===== config.mk =====
export PLATFORM = sky130hd
export DESIGN_NAME = mc_ctrl_seq
export DESIGN_NICKNAME = d
export VERILOG_FILES = /design/src/rtl/ctrl_pkg.sv /design/src/rtl/ctrl_alu_dec.sv /design/src/rtl/mc_ctrl_seq.sv
export SDC_FILE = /design/constraint.sdc
export NUM_CORES = 1
export LEC_CHECK = 0
export CAP_MARGIN = 40
export CELL_PAD_IN_SITES_DETAIL_PLACEMENT = 0
export CELL_PAD_IN_SITES_GLOBAL_PLACEMENT = 1
export CORE_ASPECT_RATIO = 0.75
export CORE_UTILIZATION = 27
export DETAILED_ROUTE_END_ITERATION = 7
export PLACE_DENSITY = 0.84
export SYNTH_ARGS = -nofsm -noshare
export SYNTH_HDL_FRONTEND = slang
export SYNTH_SLANG_ARGS = --single-unit

===== constraint.sdc =====
create_clock -name clk -period 2.8 [get_ports clk]
set_clock_uncertainty 0.1 [all_clocks]
set_input_delay 0.56 -clock clk [delete_from_list [all_inputs] [get_ports clk]]
set_output_delay 0.56 -clock clk [all_outputs]
set_load 0.01 [all_outputs]

===== src/rtl/ctrl_pkg.sv =====
// Shared encodings for the multicycle control sequencer: FSM states, opcode/funct
// values and the datapath mux/ALU select codes. TRAP exists only under CTRL_OVF_TRAP_EN.
package ctrl_pkg;

`ifdef CTRL_OVF_TRAP_EN
  typedef enum logic [3:0] {
    S_RESET, S_FETCH, S_DECODE, S_EXEC_R, S_EXEC_I, S_MEM_ADDR, S_MEM_RD,
    S_MEM_WR, S_WB_R, S_WB_I, S_WB_MEM, S_BRANCH, S_JUMP, S_TRAP
  } state_e;
`else
  typedef enum logic [3:0] {
    S_RESET, S_FETCH, S_DECODE, S_EXEC_R, S_EXEC_I, S_MEM_ADDR, S_MEM_RD,
    S_MEM_WR, S_WB_R, S_WB_I, S_WB_MEM, S_BRANCH, S_JUMP
  } state_e;
`endif

  localparam logic [5:0] OP_RTYPE = 6'h00;
  localparam logic [5:0] OP_ADDI  = 6'h08;
  localparam logic [5:0] OP_LW    = 6'h23;
  localparam logic [5:0] OP_SW    = 6'h2B;
  localparam logic [5:0] OP_BEQ   = 6'h04;
  localparam logic [5:0] OP_J     = 6'h02;

  localparam logic [5:0] FN_ADD = 6'h20;
  localparam logic [5:0] FN_SUB = 6'h22;
  localparam logic [5:0] FN_AND = 6'h24;
  localparam logic [5:0] FN_OR  = 6'h25;

  localparam logic [1:0] SRCB_REGB = 2'b00;
  localparam logic [1:0] SRCB_FOUR = 2'b01;
  localparam logic [1:0] SRCB_IMM  = 2'b10;

  localparam logic [2:0] ALU_ADD = 3'b000;
  localparam logic [2:0] ALU_SUB = 3'b001;
  localparam logic [2:0] ALU_AND = 3'b010;
  localparam logic [2:0] ALU_OR  = 3'b011;

  localparam logic [1:0] PC_ALU    = 2'b00;
  localparam logic [1:0] PC_ALUOUT = 2'b01;
  localparam logic [1:0] PC_JUMP   = 2'b10;
  localparam logic [1:0] PC_TRAP   = 2'b11;

  // Only arithmetic R-type ops can raise a signed overflow.
  function automatic logic is_add_sub(input logic [5:0] funct);
    return (funct == FN_ADD) || (funct == FN_SUB);
  endfunction

endpackage


===== src/rtl/ctrl_alu_dec.sv =====
// R-type funct field to ALU operation decode; unsupported functs fall back to ADD.
module ctrl_alu_dec
  import ctrl_pkg::*;
(
  input  logic [5:0] funct,
  output logic [2:0] alu_op
);

  always_comb begin
    case (funct)
      FN_SUB:  alu_op = ALU_SUB;
      FN_AND:  alu_op = ALU_AND;
      FN_OR:   alu_op = ALU_OR;
      default: alu_op = ALU_ADD;
    endcase
  end

endmodule


===== src/rtl/mc_ctrl_seq.sv =====
// Multicycle control sequencer: fetch/decode/execute/memory/writeback FSM driving the
// datapath selects and enables. Define CTRL_OVF_TRAP_EN to enable overflow/illegal-opcode traps.
module mc_ctrl_seq
  import ctrl_pkg::*;
(
  input  logic       clk,
  input  logic       reset_n,
  input  logic [5:0] opcode,
  input  logic [5:0] funct,
  input  logic       zero,
  input  logic       overflow,
  input  logic       mem_ready,
  output logic       mem_rd,
  output logic       mem_wr,
  output logic       ir_write,
  output logic       pc_write,
  output logic       aluout_write,
  output logic       mdr_write,
  output logic       reg_write,
  output logic       epc_write,
  output logic       alusrca_sel,
  output logic [1:0] alusrcb_sel,
  output logic [2:0] alu_op,
  output logic [1:0] pc_src,
  output logic       iord,
  output logic       regdst,
  output logic       memtoreg
);

  state_e     state_q, state_d;
  logic [2:0] funct_alu_op;

  ctrl_alu_dec u_alu_dec (
    .funct  (funct),
    .alu_op (funct_alu_op)
  );

`ifndef CTRL_OVF_TRAP_EN
  logic unused_overflow;
  assign unused_overflow = overflow;
`endif

  // NOTE: state registers use non-blocking assignment so every flop samples pre-edge values.
  always_ff @(posedge clk or negedge reset_n) begin
    if (!reset_n) state_q <= S_RESET;
    else          state_q <= state_d;
  end

  // Outputs decode straight from state_q, so an async reset zeroes them immediately.
  always_comb begin
    // NOTE: every output and state_d gets a default first so no path infers a latch.
    state_d      = state_q;
    mem_rd       = 1'b0;
    mem_wr       = 1'b0;
    ir_write     = 1'b0;
    pc_write     = 1'b0;
    aluout_write = 1'b0;
    mdr_write    = 1'b0;
    reg_write    = 1'b0;
    epc_write    = 1'b0;
    alusrca_sel  = 1'b0;
    alusrcb_sel  = SRCB_REGB;
    alu_op       = ALU_ADD;
    pc_src       = PC_ALU;
    iord         = 1'b0;
    regdst       = 1'b0;
    memtoreg     = 1'b0;

    case (state_q)
      S_RESET: state_d = S_FETCH;

      S_FETCH: begin
        mem_rd      = 1'b1;
        alusrcb_sel = SRCB_FOUR;
        if (mem_ready) begin
          ir_write = 1'b1;
          pc_write = 1'b1;
          state_d  = S_DECODE;
        end
      end

      S_DECODE: begin
        alusrcb_sel  = SRCB_IMM;
        aluout_write = 1'b1;
        case (opcode)
          OP_RTYPE:     state_d = S_EXEC_R;
          OP_ADDI:      state_d = S_EXEC_I;
          OP_LW, OP_SW: state_d = S_MEM_ADDR;
          OP_BEQ:       state_d = S_BRANCH;
          OP_J:         state_d = S_JUMP;
`ifdef CTRL_OVF_TRAP_EN
          default:      state_d = S_TRAP;
`else
          default:      state_d = S_FETCH;
`endif
        endcase
      end

      S_EXEC_R: begin
        alusrca_sel  = 1'b1;
        alu_op       = funct_alu_op;
        aluout_write = 1'b1;
`ifdef CTRL_OVF_TRAP_EN
        state_d = (overflow && is_add_sub(funct)) ? S_TRAP : S_WB_R;
`else
        state_d = S_WB_R;
`endif
      end

      S_EXEC_I: begin
        alusrca_sel  = 1'b1;
        alusrcb_sel  = SRCB_IMM;
        aluout_write = 1'b1;
`ifdef CTRL_OVF_TRAP_EN
        state_d = overflow ? S_TRAP : S_WB_I;
`else
        state_d = S_WB_I;
`endif
      end

      S_MEM_ADDR: begin
        alusrca_sel  = 1'b1;
        alusrcb_sel  = SRCB_IMM;
        aluout_write = 1'b1;
        state_d      = (opcode == OP_SW) ? S_MEM_WR : S_MEM_RD;
      end

      S_MEM_RD: begin
        mem_rd = 1'b1;
        iord   = 1'b1;
        if (mem_ready) begin
          mdr_write = 1'b1;
          state_d   = S_WB_MEM;
        end
      end

      S_MEM_WR: begin
        mem_wr = 1'b1;
        iord   = 1'b1;
        if (mem_ready) state_d = S_FETCH;
      end

      S_WB_R: begin
        reg_write = 1'b1;
        regdst    = 1'b1;
        state_d   = S_FETCH;
      end

      S_WB_I: begin
        reg_write = 1'b1;
        state_d   = S_FETCH;
      end

      S_WB_MEM: begin
        reg_write = 1'b1;
        memtoreg  = 1'b1;
        state_d   = S_FETCH;
      end

      S_BRANCH: begin
        alusrca_sel = 1'b1;
        alu_op      = ALU_SUB;
        pc_src      = PC_ALUOUT;
        pc_write    = zero;
        state_d     = S_FETCH;
      end

      S_JUMP: begin
        pc_src   = PC_JUMP;
        pc_write = 1'b1;
        state_d  = S_FETCH;
      end

`ifdef CTRL_OVF_TRAP_EN
      S_TRAP: begin
        epc_write = 1'b1;
        pc_src    = PC_TRAP;
        pc_write  = 1'b1;
        state_d   = S_FETCH;
      end
`endif

      default: state_d = S_RESET;
    endcase
  end

endmodule


Word-level counts from Yosys, hierarchy flattened
Cells that the tools add are included.
{ "totals": {"inputBits": 17, "output_inout_bits": 19, "register_bits": 4, "word_cells": 57} }
{ "op_classes": {"n_eq_ne": 23, "reduce_logical": 11, "mux": 22} }
{ "ops": {"columns": ["operator", "count"], "rows": [
  ["$pmux 4 s8", 1],
  ["$eq 6x6->1 const B", 5],
  ["$eq 4x4->1 const B", 5],
  ["$pmux 4 s5", 1],
  ["$eq 4x3->1 const B", 4],
  ["$mux 1", 12],
  ["$mux 4", 3],
  ["$eq 4x2->1 const B", 2],
  ["$pmux 2 s2", 2],
  ["$reduce_or 4->1", 2],
  ["$eq 6x2->1 const B", 1],
  ["$eq 6x3->1 const B", 1],
  ["$eq 6x4->1 const B", 1],
  ["$logic_not 6->1", 1],
  ["$ne 2x2->1 const B", 3],
  ["$pmux 2 s3", 1],
  ["$pmux 3 s2", 1],
  ["$reduce_or 2->1", 3],
  ["$reduce_or 3->1", 2],
  ["$reduce_or 6->1", 1],
  ["$eq 4x1->1 const B", 1],
  ["$logic_not 4->1", 1],
  ["$pmux 1 s3", 1],
  ["$reduce_and 3->1", 1]
]} }

Longest topological paths before layout
{ "logic_depth": {"ltp_word": 4, "depth_mapped": 5, "mapped_depth_nobuf": 3} }

By module
Synthesis repeated with hierarchy kept, for this count alone.
{ "unflattened": {"hier_cells": 80, "hier_area_um2": 591.8} }
{ "modules_own_cells": {"columns": ["mod", "instances", "cells_each", "area_each_um2", "seq_area_each_um2"], "rows": [
  ["mc_ctrl_seq", 1, 73, 538.0, 100.1],
  ["ctrl_alu_dec", 1, 7, 53.8, 0.0]
]} }

Worst setup path before layout
Ideal clock, no wire load.
{ "synth_path": {"path_type": "reg2out", "from": "register state_q[1]", "to": "output port pc_write", "setup_slack_ns": 0.741, "arrival_ns": 1.399, "n_path_buf": 0, "t_required_ns": 2.140, "stages_incl_launch_ff": 4, "path_cell_list": "dfrtp_1 -> nor4b_1 -> and2_1 -> a211o_1"} }
{ "synth_via": {"elab_chain_len": 2, "word_cells_on_any_way": 4, "cone_classes": "eq/ne (3); mux (1)"} }
{ "synth_rtl": {"columns": ["item", "line_no", "rtl"], "rows": [
  ["start: declaration", "mc_ctrl_seq.sv:30", "state_e state_q, state_d;"],
  ["start signal: assignment", "mc_ctrl_seq.sv:46", "else state_q <= state_d;"],
  ["$eq 4x4->1 / $eq 4x1->1 (equally long branches)", "mc_ctrl_seq.sv:69", "case (state_q)"],
  ["$pmux 1 s3 *", "mc_ctrl_seq.sv:69", null],
  ["end: declaration", "mc_ctrl_seq.sv:16", "output logic pc_write,"]
]} }
Mark *: on every way between the ends. The rest lies on a longest branch, timed or not.

Worst setup path in the final report
{ "layout_path": {"from": "input port funct[5]", "to": "output port alu_op[0]"} }
{ "layout_via": {"elab_chain_len": 3, "word_cells_on_any_way": 5, "cone_classes": "eq/ne (3); mux (2)"} }
{ "layout_rtl": {"columns": ["item", "line_no", "rtl"], "rows": [
  ["start: declaration", "mc_ctrl_seq.sv:9", "input logic [5:0] funct,"],
  ["$eq 6x6->1", "ctrl_alu_dec.sv:10", "case (funct)"],
  ["$pmux 2 s3 *", "ctrl_alu_dec.sv:10", null],
  ["$pmux 3 s2 *", "mc_ctrl_seq.sv:69", null],
  ["end: declaration", "mc_ctrl_seq.sv:23", "output logic [2:0] alu_op,"]
]} }
Marked as above.

==> run_results.csv <==
group,metric,value,unit
logic_synthesis,ys_ff_latch,4,
power_and_ir_drop,power_density,718,nW/um^2
detailed_routing,post_drt_wl_per_cell,12.0,um
timing,period_needed,2690,ps
timing,max_freq,372,MHz
worst_setup_path,cp_slowest_cell,"clkdlybuf4s50_1",
logic_synthesis,synth-edff-count,0,
worst_setup_path,max_stage_delay,560,ps
floorplanning,die-width,56.5,um
final_layout,largest-register,"state_q",
final_layout,layout-drive-gt1-share,11.0,%
worst_setup_path,reg2reg_to,"state_q[1]",
power_and_ir_drop,internal_power,384,uW
detailed_routing,wl_met3,96,um
timing,post-route-worst-setup-slack,109,ps
logic_synthesis,synth_ff_type,"dfrtp_1",
power_and_ir_drop,power.switching,282,uW
grt,grt.overflow.total,0,
clock_network,hold_buffers,0,
detailed_routing,routed.top_layer,"met3",
detailed_routing,wirelength,1600,um
worst_setup_path,worstSetupPathType,"in -> out",
placed_design,dp_slack,18.0,ps
worst_setup_path,worstPathRequired,2140,ps
worst_setup_path,worstPathCellList,"clkdlybuf4s50_1, nor3b_1, nand4_1, o22ai_1, clkdlybuf4s50_1",
clock_network,cts_inserted_buffers,3,
detailed_routing,drt_iter0_markers,15,
worst_setup_path,r2r_cells,3,
clock_network,cts_num_sinks,4,
worst_setup_path,rrSetupSlack,1130,ps
min_path,hp-class,"in -> async",
timing,finalHoldViolCount,0,
floorplanning,dieArea,2420,sq um
grt,antenna_found_initial,0,
grt,grt_pass1_vias,590,
logic_synthesis,synth_cells,77,
clock_network,cts_buffer_depth,2,
power_and_ir_drop,peakVddDrop,0.000507,V
status,status,"finished clean",
worst_setup_path,cp_common_cell,"clkdlybuf4s50_1",
timing,fin_setup_tns,0,ps
power_and_ir_drop,comb_power_share,69.7,%
floorplanning,core-area,2050,sq um
logic_synthesis,ys_seq_area_share,16.6,%
timing,rsz0062_at_grt,"false",
detailed_routing,detailedRoute.firstPassIterationCount,4,
power_and_ir_drop,power_frac_clock,10.4,%
clock_network,htreeDepth,1,
clock_network,clk_latency,230,ps
timing,slew_viol_final,0,
logic_synthesis,synth_cell_types,38,
worst_setup_path,cp-start-kind,"input port",
placed_design,dpl.hpwl,1260,um
grt,grt_first_pass_wirelength,2700,um
logic_synthesis,ys_warn_count,0,
power_and_ir_drop,p_seq_share,19.9,%
final_layout,largest_reg_flops,4,
worst_setup_path,cp-end-kind,"primary output",
detailed_routing,wl_met1,792,um
floorplanning,ios,36,
detailed_routing,final_antenna_net_count,0,
clock_network,path_clk_slew,40,ps
detailed_routing,vias_per_cell,5.05,
clock_network,cts-root-buf,"clkbuf_4",
floorplanning,die_y,42.9,um
logic_synthesis,async_reset_ff_share,100,%
detailed_routing,met2_length,706,um
floorplanning,placementRows,14,
final_layout,num-fill-cells,229,
final_layout,n_antenna_cell,0,
detailed_routing,drc,0,
placed_design,port_buffers,32,
placed_design,place.gp.congestion,0.833,
worst_setup_path,startpoint,"funct[5]",
grt,grt_usage,13.9,%
floorplanning,start_util,29.4,%
worst_setup_path,rr_startpoint,"state_q[0]",
clock_network,cts_tree,"built",
detailed_routing,vias,671,
logic_synthesis,syn_area_per_cell,7.82,sq um
final_layout,biggestRegsByFlops,"state_q x4",
timing,period_share,96.1,%
worst_setup_path,path_max_fanout,2,
power_and_ir_drop,p_leak,0.000374,uW
timing,finalSetupViolations,0,
grt,grt_max_degree,22,
final_layout,nets,128,
power_and_ir_drop,sw_frac_of_total,42.3,%
run,drv_cap,0,
final_layout,syn2layout_area_growth,53.8,%
worst_setup_path,critPathArrivalTime,2030,ps
logic_synthesis,synth_area,602,sq um
==> per-layer routing <==
layer / global-route usage, % / vias to the layer above
met3: 3.05 / 0
met5: 0 / -
met1: 21.9 / 311
met4: 1.46 / 0
met2: 19.3 / 20
li1: - / 340
==> layout by cell type, fill, tap and decap left out, drive strengths merged, types with 2 or more instances in the layout <==
master,Yosys,layout
clkdlybuf4s50,0,31
nand2b,4,4
conb,1,2
buf,4,4
xnor2,2,2
mux2i,2,2
and3,3,3
or4,2,2
dfrtp,4,4
a21oi,4,4
and2,2,2
o21ai,3,3
clkbuf,4,3
nand3,4,4
nor2,13,13
nor2b,3,3
nor3b,3,3
a211o,2,2
==> cell type report <==
cell class                      instances  area, sq um  share of cell area [%]
Timing Repair Buffer                   36          353                    38.1
Sequential cell                         4          101                    10.9
Multi-Input combinational cell         65          415                    44.9
Clock buffer                            3         22.5                    2.43
Inverter                                1         3.75                   0.405
Tap cell                               24         30.0                    3.24
==> through the flow <==
stage                     util (%)  power, uW  hold slack (ps)  cell area, sq um  std cells
after CTS                     45.0        669              432               922        133
after global routing          45.2        727              447               926        133
final                         45.2        665              436               926        133
after detailed placement      43.9        596              558               900        130
after global placement        43.9        593              548               900        130
after floorplan                  -        441              164               606         78
==> power by group through the flow <==
stage	registers, uW	clock network (uW)	logic, uW
floorplan	99.9	0	341
global placement	132	0	461
detailed placement	131	0	464
CTS	130	72.9	465
global route	138	78.9	509
finish	132	69.1	464
==> kinds of logic (layout without fill, tap and decap cells) <==
| kind of cell | count (synthesis) | count (layout) | synth area share [%] |
|---|---|---|---|
| xor+xnor | 3 | 3 | 4.37 |
| flops | 4 | 4 | 16.6 |
| simple gates | 41 | 41 | 39.3 |
| mux | 2 | 2 | 3.33 |
| buf+inv | 9 | 40 | 15.0 |
| other cells | 1 | 2 | 0.623 |
| compound gates | 17 | 17 | 20.8 |
==> cells in the mapped netlist, drive strengths merged (2+ instances only) <==
cell type / instances / area, sq um
a211o: 2 / 17.5
a21oi: 4 / 20.0
and2: 2 / 12.5
and3: 3 / 20.0
buf: 4 / 37.5
clkbuf: 4 / 48.8
dfrtp: 4 / 100
mux2i: 2 / 20.0
nand2b: 4 / 32.5
nand3: 4 / 20.0
nor2: 13 / 48.8
nor2b: 3 / 18.8
nor3b: 3 / 22.5
o21ai: 3 / 15.0
or4: 2 / 15.0
xnor2: 2 / 17.5
==> critical path: cells and delay by family <==
family,cells,cell delay [ps]
buffers and inverters,2,1010
AND/OR/NAND/NOR,2,320
AO/OA/AOI/OAI,1,150
==> worst max-delay path by stage <==
stage	endpoint	slack, ps	cells after the start
6_report	alu_op[0]	110	5
5_1_grt	pc_write	30	4
4_1_cts	alu_op[1]	20	5
3_5_place_dp	alu_op[1]	20	5
3_3_place_gp	alu_op[1]	40	5
2_1_floorplan	pc_write	740	3
==> repair_timing <==
item | CTS | global route
setup buffers | 0 | 0
resized for setup | 0 | 2
hold endpoints to repair | 0 | 0
endpoints found under the setup margin | 0 | 3
(Power assumes the default switching activity.)
